### src/rtl/eth_tx_framer_pkg.sv
`default_nettype none
// ============================================================================
//  Module      : eth_tx_framer_pkg
//  Description : Shared definitions for the GMII transmit framer: framer
//                state encoding, preamble/SFD byte values, field lengths and
//                the FCS byte extraction helper.
//  Ports       : none (package)
//  Revision    : 1.0  initial release
// ============================================================================
package eth_tx_framer_pkg;

  typedef enum logic [2:0] {
    IDLE     = 3'd0,
    PREAMBLE = 3'd1,
    SFD      = 3'd2,
    DATA     = 3'd3,
    PAD      = 3'd4,
    FCS      = 3'd5,
    IFG      = 3'd6
  } tx_state_e;

  localparam logic [7:0] ETH_PREAMBLE = 8'h55;
  localparam logic [7:0] ETH_SFD      = 8'hD5;
  localparam int         PREAMBLE_LEN = 7;
  localparam int         FCS_LEN      = 4;

  // FCS byte k (0 = first on the wire) from the CRC engine state.
  // The engine keeps its register MSB-first, so each wire byte is an
  // inverted, bit-reversed slice: txd[7-i] = ~crc[24-8k+i].
  // For a 2-bit k, 3-k equals ~k, which selects slice [31:24] for k=0.
  function automatic logic [7:0] fcs_byte(input logic [31:0] crc,
                                          input logic [1:0]  k);
    logic [7:0] w_slice;
    logic [7:0] w_byte;
    w_slice = crc[{~k, 3'b000} +: 8];
    w_byte  = '0;
    for (int i = 0; i < 8; i++) begin
      w_byte[7-i] = ~w_slice[i];
    end
    return w_byte;
  endfunction

endpackage
`default_nettype wire

### src/rtl/eth_tx_framer.sv
`default_nettype none
// ============================================================================
//  Module      : eth_tx_framer
//  Description : GMII transmit framer. Wraps a body byte stream with
//                preamble/SFD, zero-pads short frames, appends the FCS read
//                back from an external 8-bit CRC32 engine and enforces the
//                inter-frame gap. Aborts a frame with tx_er on underrun.
//  Ports       : clk, rst            clock, async active-high reset
//                s_data/s_valid/s_last/s_ready   body byte stream in
//                crc_data_in/crc_en/crc_clr      drive to CRC engine
//                crc_data                        CRC engine state (read)
//                gmii_txd/gmii_tx_en/gmii_tx_er  GMII transmit (registered)
//                tx_busy/tx_done/tx_underrun     status
//  Revision    : 1.0  initial release
// ============================================================================
module eth_tx_framer
  import eth_tx_framer_pkg::*;
#(
  parameter int MIN_FRAME = 60,
  parameter int IFG_LEN   = 12,
  parameter int CNT_W     = 11
) (
  input  logic        clk,
  input  logic        rst,
  input  logic [7:0]  s_data,
  input  logic        s_valid,
  input  logic        s_last,
  output logic        s_ready,
  output logic [7:0]  crc_data_in,
  output logic        crc_en,
  output logic        crc_clr,
  input  logic [31:0] crc_data,
  output logic [7:0]  gmii_txd,
  output logic        gmii_tx_en,
  output logic        gmii_tx_er,
  output logic        tx_busy,
  output logic        tx_done,
  output logic        tx_underrun
);

  // Sequencing counter for preamble, FCS and IFG; IFG_LEN must fit in it.
  localparam int                 SUB_W      = 8;
  localparam logic [SUB_W-1:0]   c_pre_last = SUB_W'(PREAMBLE_LEN - 1);
  localparam logic [SUB_W-1:0]   c_fcs_last = SUB_W'(FCS_LEN - 1);
  // The IDLE cycle that sees s_valid is itself one idle byte-time on the
  // wire, so IFG lasts IFG_LEN-1 cycles to give exactly IFG_LEN idle bytes.
  localparam logic [SUB_W-1:0]   c_ifg_last = SUB_W'(IFG_LEN - 2);
  localparam logic [CNT_W:0]     c_min      = (CNT_W+1)'(MIN_FRAME);

  tx_state_e         r_state;
  tx_state_e         w_next;
  tx_state_e         w_after_tx;
  logic [SUB_W-1:0]  r_sub;
  logic [CNT_W-1:0]  r_cnt;
  logic [CNT_W:0]    w_cnt_inc;
  logic [CNT_W-1:0]  w_cnt_sat;

  // Extra bit keeps cnt+1 honest against MIN_FRAME even when saturated.
  assign w_cnt_inc  = {1'b0, r_cnt} + (CNT_W+1)'(1);
  assign w_cnt_sat  = (&r_cnt) ? r_cnt : w_cnt_inc[CNT_W-1:0];
  assign w_after_tx = (IFG_LEN > 1) ? IFG : IDLE;
  assign tx_busy    = (r_state != IDLE);

  always_ff @(posedge clk or posedge rst) begin
    if (rst) begin
      r_state <= IDLE;
    end else begin
      r_state <= w_next;
    end
  end

  always_comb begin
    w_next      = r_state;
    s_ready     = 1'b0;
    crc_data_in = 8'h00;
    crc_en      = 1'b0;
    crc_clr     = 1'b0;
    case (r_state)
      IDLE: begin
        if (s_valid) w_next = PREAMBLE;
      end
      PREAMBLE: begin
        crc_clr = 1'b1;
        if (r_sub == c_pre_last) w_next = SFD;
      end
      SFD: begin
        w_next = DATA;
      end
      DATA: begin
        s_ready     = 1'b1;
        crc_data_in = s_data;
        if (s_valid) begin
          crc_en = 1'b1;
          if (s_last) begin
            w_next = (w_cnt_inc < c_min) ? PAD : FCS;
          end
        end else begin
          w_next = w_after_tx;
        end
      end
      PAD: begin
        crc_en = 1'b1;
        if (w_cnt_inc >= c_min) w_next = FCS;
      end
      FCS: begin
        if (r_sub == c_fcs_last) w_next = w_after_tx;
      end
      IFG: begin
        if (r_sub == c_ifg_last) w_next = IDLE;
      end
      default: begin
        w_next = IDLE;
      end
    endcase
  end

  // r_sub restarts on every state change; r_cnt tracks body+pad bytes.
  always_ff @(posedge clk or posedge rst) begin
    if (rst) begin
      r_sub <= '0;
      r_cnt <= '0;
    end else begin
      r_sub <= (w_next != r_state) ? '0 : r_sub + 1'b1;
      case (r_state)
        IDLE:    r_cnt <= '0;
        DATA:    r_cnt <= s_valid ? w_cnt_sat : '0;
        PAD:     r_cnt <= w_cnt_sat;
        default: r_cnt <= r_cnt;
      endcase
    end
  end

  // GMII side is one register stage behind the state machine.
  always_ff @(posedge clk or posedge rst) begin
    if (rst) begin
      gmii_txd    <= 8'h00;
      gmii_tx_en  <= 1'b0;
      gmii_tx_er  <= 1'b0;
      tx_done     <= 1'b0;
      tx_underrun <= 1'b0;
    end else begin
      gmii_txd    <= 8'h00;
      gmii_tx_en  <= 1'b0;
      gmii_tx_er  <= 1'b0;
      tx_done     <= 1'b0;
      tx_underrun <= 1'b0;
      case (r_state)
        PREAMBLE: begin
          gmii_txd   <= ETH_PREAMBLE;
          gmii_tx_en <= 1'b1;
        end
        SFD: begin
          gmii_txd   <= ETH_SFD;
          gmii_tx_en <= 1'b1;
        end
        DATA: begin
          gmii_tx_en <= 1'b1;
          if (s_valid) begin
            gmii_txd <= s_data;
          end else begin
            gmii_tx_er  <= 1'b1;
            tx_underrun <= 1'b1;
          end
        end
        PAD: begin
          gmii_tx_en <= 1'b1;
        end
        FCS: begin
          gmii_tx_en <= 1'b1;
          gmii_txd   <= fcs_byte(crc_data, r_sub[1:0]);
          tx_done    <= (r_sub == c_fcs_last);
        end
        default: begin
        end
      endcase
    end
  end

endmodule
`default_nettype wire
### config.mk
export PLATFORM = sky130hd
export DESIGN_NAME = eth_tx_framer
export DESIGN_NICKNAME = d
export VERILOG_FILES = /design/src/rtl/eth_tx_framer_pkg.sv /design/src/rtl/eth_tx_framer.sv
export SDC_FILE = /design/constraint.sdc
export NUM_CORES = 1
export LEC_CHECK = 0
export BUFFER_PORTS_ARGS = -buffer_cell sky130_fd_sc_hd__buf_2
export CAP_MARGIN = 0
export CORE_AREA = 2 2 96 98
export CTS_CLUSTER_SIZE = 24
export DETAILED_ROUTE_END_ITERATION = 10
export DIE_AREA = 0 0 98 100
export SYNTH_ARGS = -nofsm -noshare
export SYNTH_HDL_FRONTEND = slang
export SYNTH_SLANG_ARGS = --single-unit
### constraint.sdc
create_clock -name clk -period 4 [get_ports clk]
set_input_delay 0.8 -clock clk [delete_from_list [all_inputs] [get_ports clk]]
set_output_delay 0.8 -clock clk [all_outputs]
set_load 0.01 [all_outputs]
# == After elaboration in Yosys (flattened, before gate mapping) ==
# Index checks and enable logic that the tools add are counted.
# classes
add_sub_neg,2
n_lt_le_gt_ge,2
eq_ne,10
n_shift,1
muxes,24
bitwise,9
n_reduce_logical,5
# ops
operator,n
case mux 11 bit (3 select lines),1
case mux 8 bit (4 select lines),1
variable part select 32 x 6 -> 8 bit,1
2-to-1 mux 8 bit,3
2-to-1 mux 11 bit,2
2-to-1 mux 3 bit,7
case mux 3 bit (7 select lines),1
"adder 11 x 1 -> 12 bit, second input constant",1
">= comparator 12 x 6 -> 1 bit, second input constant",1
"< comparator 12 x 6 -> 1 bit, second input constant",1
AND reduction 11 bit,1
"equality test 3 bit, second input constant",3
"adder 8 x 1 -> 8 bit, second input constant",1
"equality test 8 x 2 -> 1 bit, second input constant",1
"equality test 8 x 3 -> 1 bit, second input constant",1
"equality test 8 x 4 -> 1 bit, second input constant",1
2-to-1 mux 1 bit,8
NOT 1 bit,8
"equality test 3 x 2 -> 1 bit, second input constant",2
nonzero test 3 bit,2
OR reduction 5 bit,1
"equality test 3 x 1 -> 1 bit, second input constant",1
logical NOT 3 bit,1
inequality test 3 bit,1
2 further kinds,2
# word_totals
ff_bits,33
word_cells,60

# == Logic depth before layout (Yosys ltp) ==
# logic_depth
depth_word,8
ltp_mapped,9

# == Least setup slack after synthesis ==
# Ideal clock, no wire load.
# synth_path
path_type,input to output
start,input s_valid
end,output crc_en
t_arrival_ns,1.230
slack_ns,1.970
path_stages,2
n_path_buf,0
path_cell_list,a22oi_2 inv_1
# synth_via
elab_chain_cells,2
# synth_lines
element,line_no,source
from (decl),eth_tx_framer.sv:26,"input logic s_valid,"
2-to-1 mux 1 bit,eth_tx_framer.sv:92,if (s_valid) begin
case mux 1 bit (2 select lines),eth_tx_framer.sv:78,case (r_state)
to (decl),eth_tx_framer.sv:30,"output logic crc_en,"
# Every way passes these cells.

# == Worst setup path after layout ==
# layout_path
start,register r_state[1]
end,output crc_en
# layout_via
elab_chain_cells,2
elab_cells_between_ends,3
classes_between,2 x eq/ne; 1 x mux
# layout_lines
element,line_no,source
from (decl),eth_tx_framer.sv:50,tx_state_e r_state;
from (signal assigned),eth_tx_framer.sv:68,r_state <= w_next;
equality test 3 bit or equality test 3 x 2 -> 1 bit (tied branches),eth_tx_framer.sv:78,
case mux 1 bit (2 select lines) (*),eth_tx_framer.sv:78,
# Every way passes the cells marked *; elsewhere a longest branch is shown, timed or not.

==> metrics.cfg <==
[cts]
clock-root-buffer = clkbuf_8
cts_tree = yes
clk_latency_ps = 280
cts_buffers = 5
cts.sinks = 33
cts.clk_slew.worst_paths_ps = 70
cts_hold_repair.buffers = 0
h-tree-depth = 2
ctsLongestPathBuffers = 2
cts-resized-gates = 0
cts_setup_buffers = 0

[timing]
hold_viol = 0
rsz0062_at_grt = false
tightest_slew_ps = 695.9
slew_violations = 0
setup_viol = 0
slew_headroom = 0.5361
clock_skew_ps = 6.936
max_freq_mhz = 334.3
fin_crit_sh = 0.7478
period_minus_slack_ps = 2991
timing.setup.tns_ps = 0

[routing]
vias = 1941
drt_iter0_markers = 96
ant_nets = 0
wl_per_cell_um = 13.44
drt_first_pass_iters = 4
wl_um = 5362
drc = 0
via_per_inst = 4.865

[placement]
gp_congestion = 0.7832
io_buffers = 67
dp_cells = 392
place_area_mm2 = 0.002557
dp.final_hpwl_um = 3986

[yosys]
netlist_instances = 224
syn_area_per_cell_um2 = 9.585
synth_fp_nets = 271
ys_seq_area_frac = 0.3846
synth_edf_count = 0
synthArstFlopShare = 1.000
synth_top_flop_cell = dfrtp_1
ys_warn_count = 0
ys_seq_elements = 33
synth.distinct_cells = 49
synth_area_mm2 = 0.002147

[critical_path]
critPathMaxStageDelay_ps = 680
end_kind = output pin
startpoint = r_state[1]
cp.required_ps = 3200
r2r-start = r_state[2]
arrival_ps = 2190
crit_fanout = 18
crit_path_cell_trace = nand2_2 -> or2_2 -> inv_2 -> a22oi_2 -> inv_1 -> buf_2
critPathKind = reg -> out
crit_path_start_kind = flip-flop
slowest_stage = dfrtp_1

[grt]
grtUsageTotal = 0.1095
grt_pass1_vias = 1835
grt.overflow.total = 0
antenna_found_initial = 0
grt_max_degree = 34
grt_pass1_wl_um = 8783

[die]
core-area_mm2 = 0.008890
ios = 68
die_area_mm2 = 0.009800
rows = 35
initial_utilization = 0.2415
die_h_um = 100
die_w_um = 98

[layout]
most-common-layout-cells = 67 x buf_2, 33 x dfrtp_1, 28 x nor2_1
antenna_cells = 0
area_growth_pct = 23.14
final_cells = 399
layout-drive-gt1-share = 0.3472
final_area_mm2 = 0.002644
final_common_cell = buf_2
nets = 335

[pwr]
pwr-share-seq = 0.394
p_sw_mw = 0.5694
swShare = 0.4055
p_int_mw = 0.8347
p_clk_frac = 0.181
power_mw = 1.404
power_frac_comb = 0.425
p_leak_nw = 1.193
vdd_drop_max_uv = 160.0
p_per_area_mw_per_mm2 = 531.1

[outcome]
status = complete, no violations

[hold_path]
hold_path_startpoint = r_sub[3]
min_path_type = reg -> reg

[flow_run]
maxCapViolations = 0

[layout make-up]
class	instances	area [um^2]
Tap cell	111	138.9
Sequential cell	33	825.8
Timing Repair Buffer	68	342.8
Clock buffer	7	86.33
Fill cell	955	6246
Multi-Input combinational cell	173	1224
Inverter	7	26.28
[metrics by stage]
step	worst slack, ps	hold slack (ps)	util
finish	1009	574.2	0.2974
global route	823.9	624.8	0.2974
CTS	989.7	583.8	0.2974
detailed placement	1314	568.3	0.2877
global placement	1376	572.0	0.2877
floorplan	1970	503.7	-
[kinds of logic after synthesis]
logic type,count (synthesis),share of synthesized area
AOI/OAI and AO/OA,44,0.1597
xor gates and xnor gates,14,0.05711
adders and majority gates,3,0.01748
buffers and inverters,18,0.04545
and+or+nand+nor,104,0.2517
muxes,8,0.08391
DFF,33,0.3846
[final timing paths]
check | endpoint | slack (ps) | cells after the start
min in group asynchronous | r_cnt[0] | 590 | 3
max in group asynchronous | r_cnt[9] | 3090 | 3
worst max-delay path | crc_en | 1010 | 6
worst min-delay path | tx_done | 570 | 1
worst min register to register | tx_done | 570 | 1
worst max register to register | r_cnt[10] | 1730 | 6
[per-layer routing]
layer  routed length [um]  track usage  up-vias
met5                    0            0        -
met4                   93      0.03739        0
met3                  314      0.02646       10
met2                 2535       0.1744       52
met1                 2419       0.1465      929
li1                     -            -      950
[worst max-delay path, delay by kind of cell (launching register included)]
family / cells / cell delay (ps)
AO/OA/AOI/OAI: 1 / 200
buffers and inverters: 3 / 520
flip-flops: 1 / 680
AND/OR/NAND/NOR: 2 / 500
[Yosys cell counts, types with 3 or more instances]
library cell,number,area [um^2]
buf_4,5,37.54
ha_1,3,37.54
xor2_1,10,87.58
o22a_1,4,35.03
nor2_1,28,105.1
mux4_2,8,180.2
a21oi_1,10,50.05
xnor2_1,4,35.03
o21a_1,4,30.03
nor3_1,5,25.02
dfrtp_1,33,825.8
nand3_1,14,70.07
and2_1,8,50.05
clkbuf_1,4,15.01
nor4_1,9,56.30
nand4_1,3,18.77
inv_1,6,22.52
o21ai_0,9,45.04
nand2_1,17,63.81
[power by group through the flow]
stage          sequential, mW  combinational [mW]  clock, mW
6_report                0.553               0.596      0.254
5_1_grt                 0.579               0.664      0.274
4_1_cts                 0.558               0.602      0.264
3_5_place_dp            0.565               0.599          0
3_3_place_gp            0.559               0.599          0
2_1_floorplan           0.496               0.499          0
[sequential cells by signal (all words and copies together), names as in the netlist]
name / count
gmii_txd: 8
tx_underrun: 1
r_state: 3
tx_done: 1
r_sub: 8
r_cnt: 11
gmii_tx_en: 1
(Power assumes the default switching activity.)
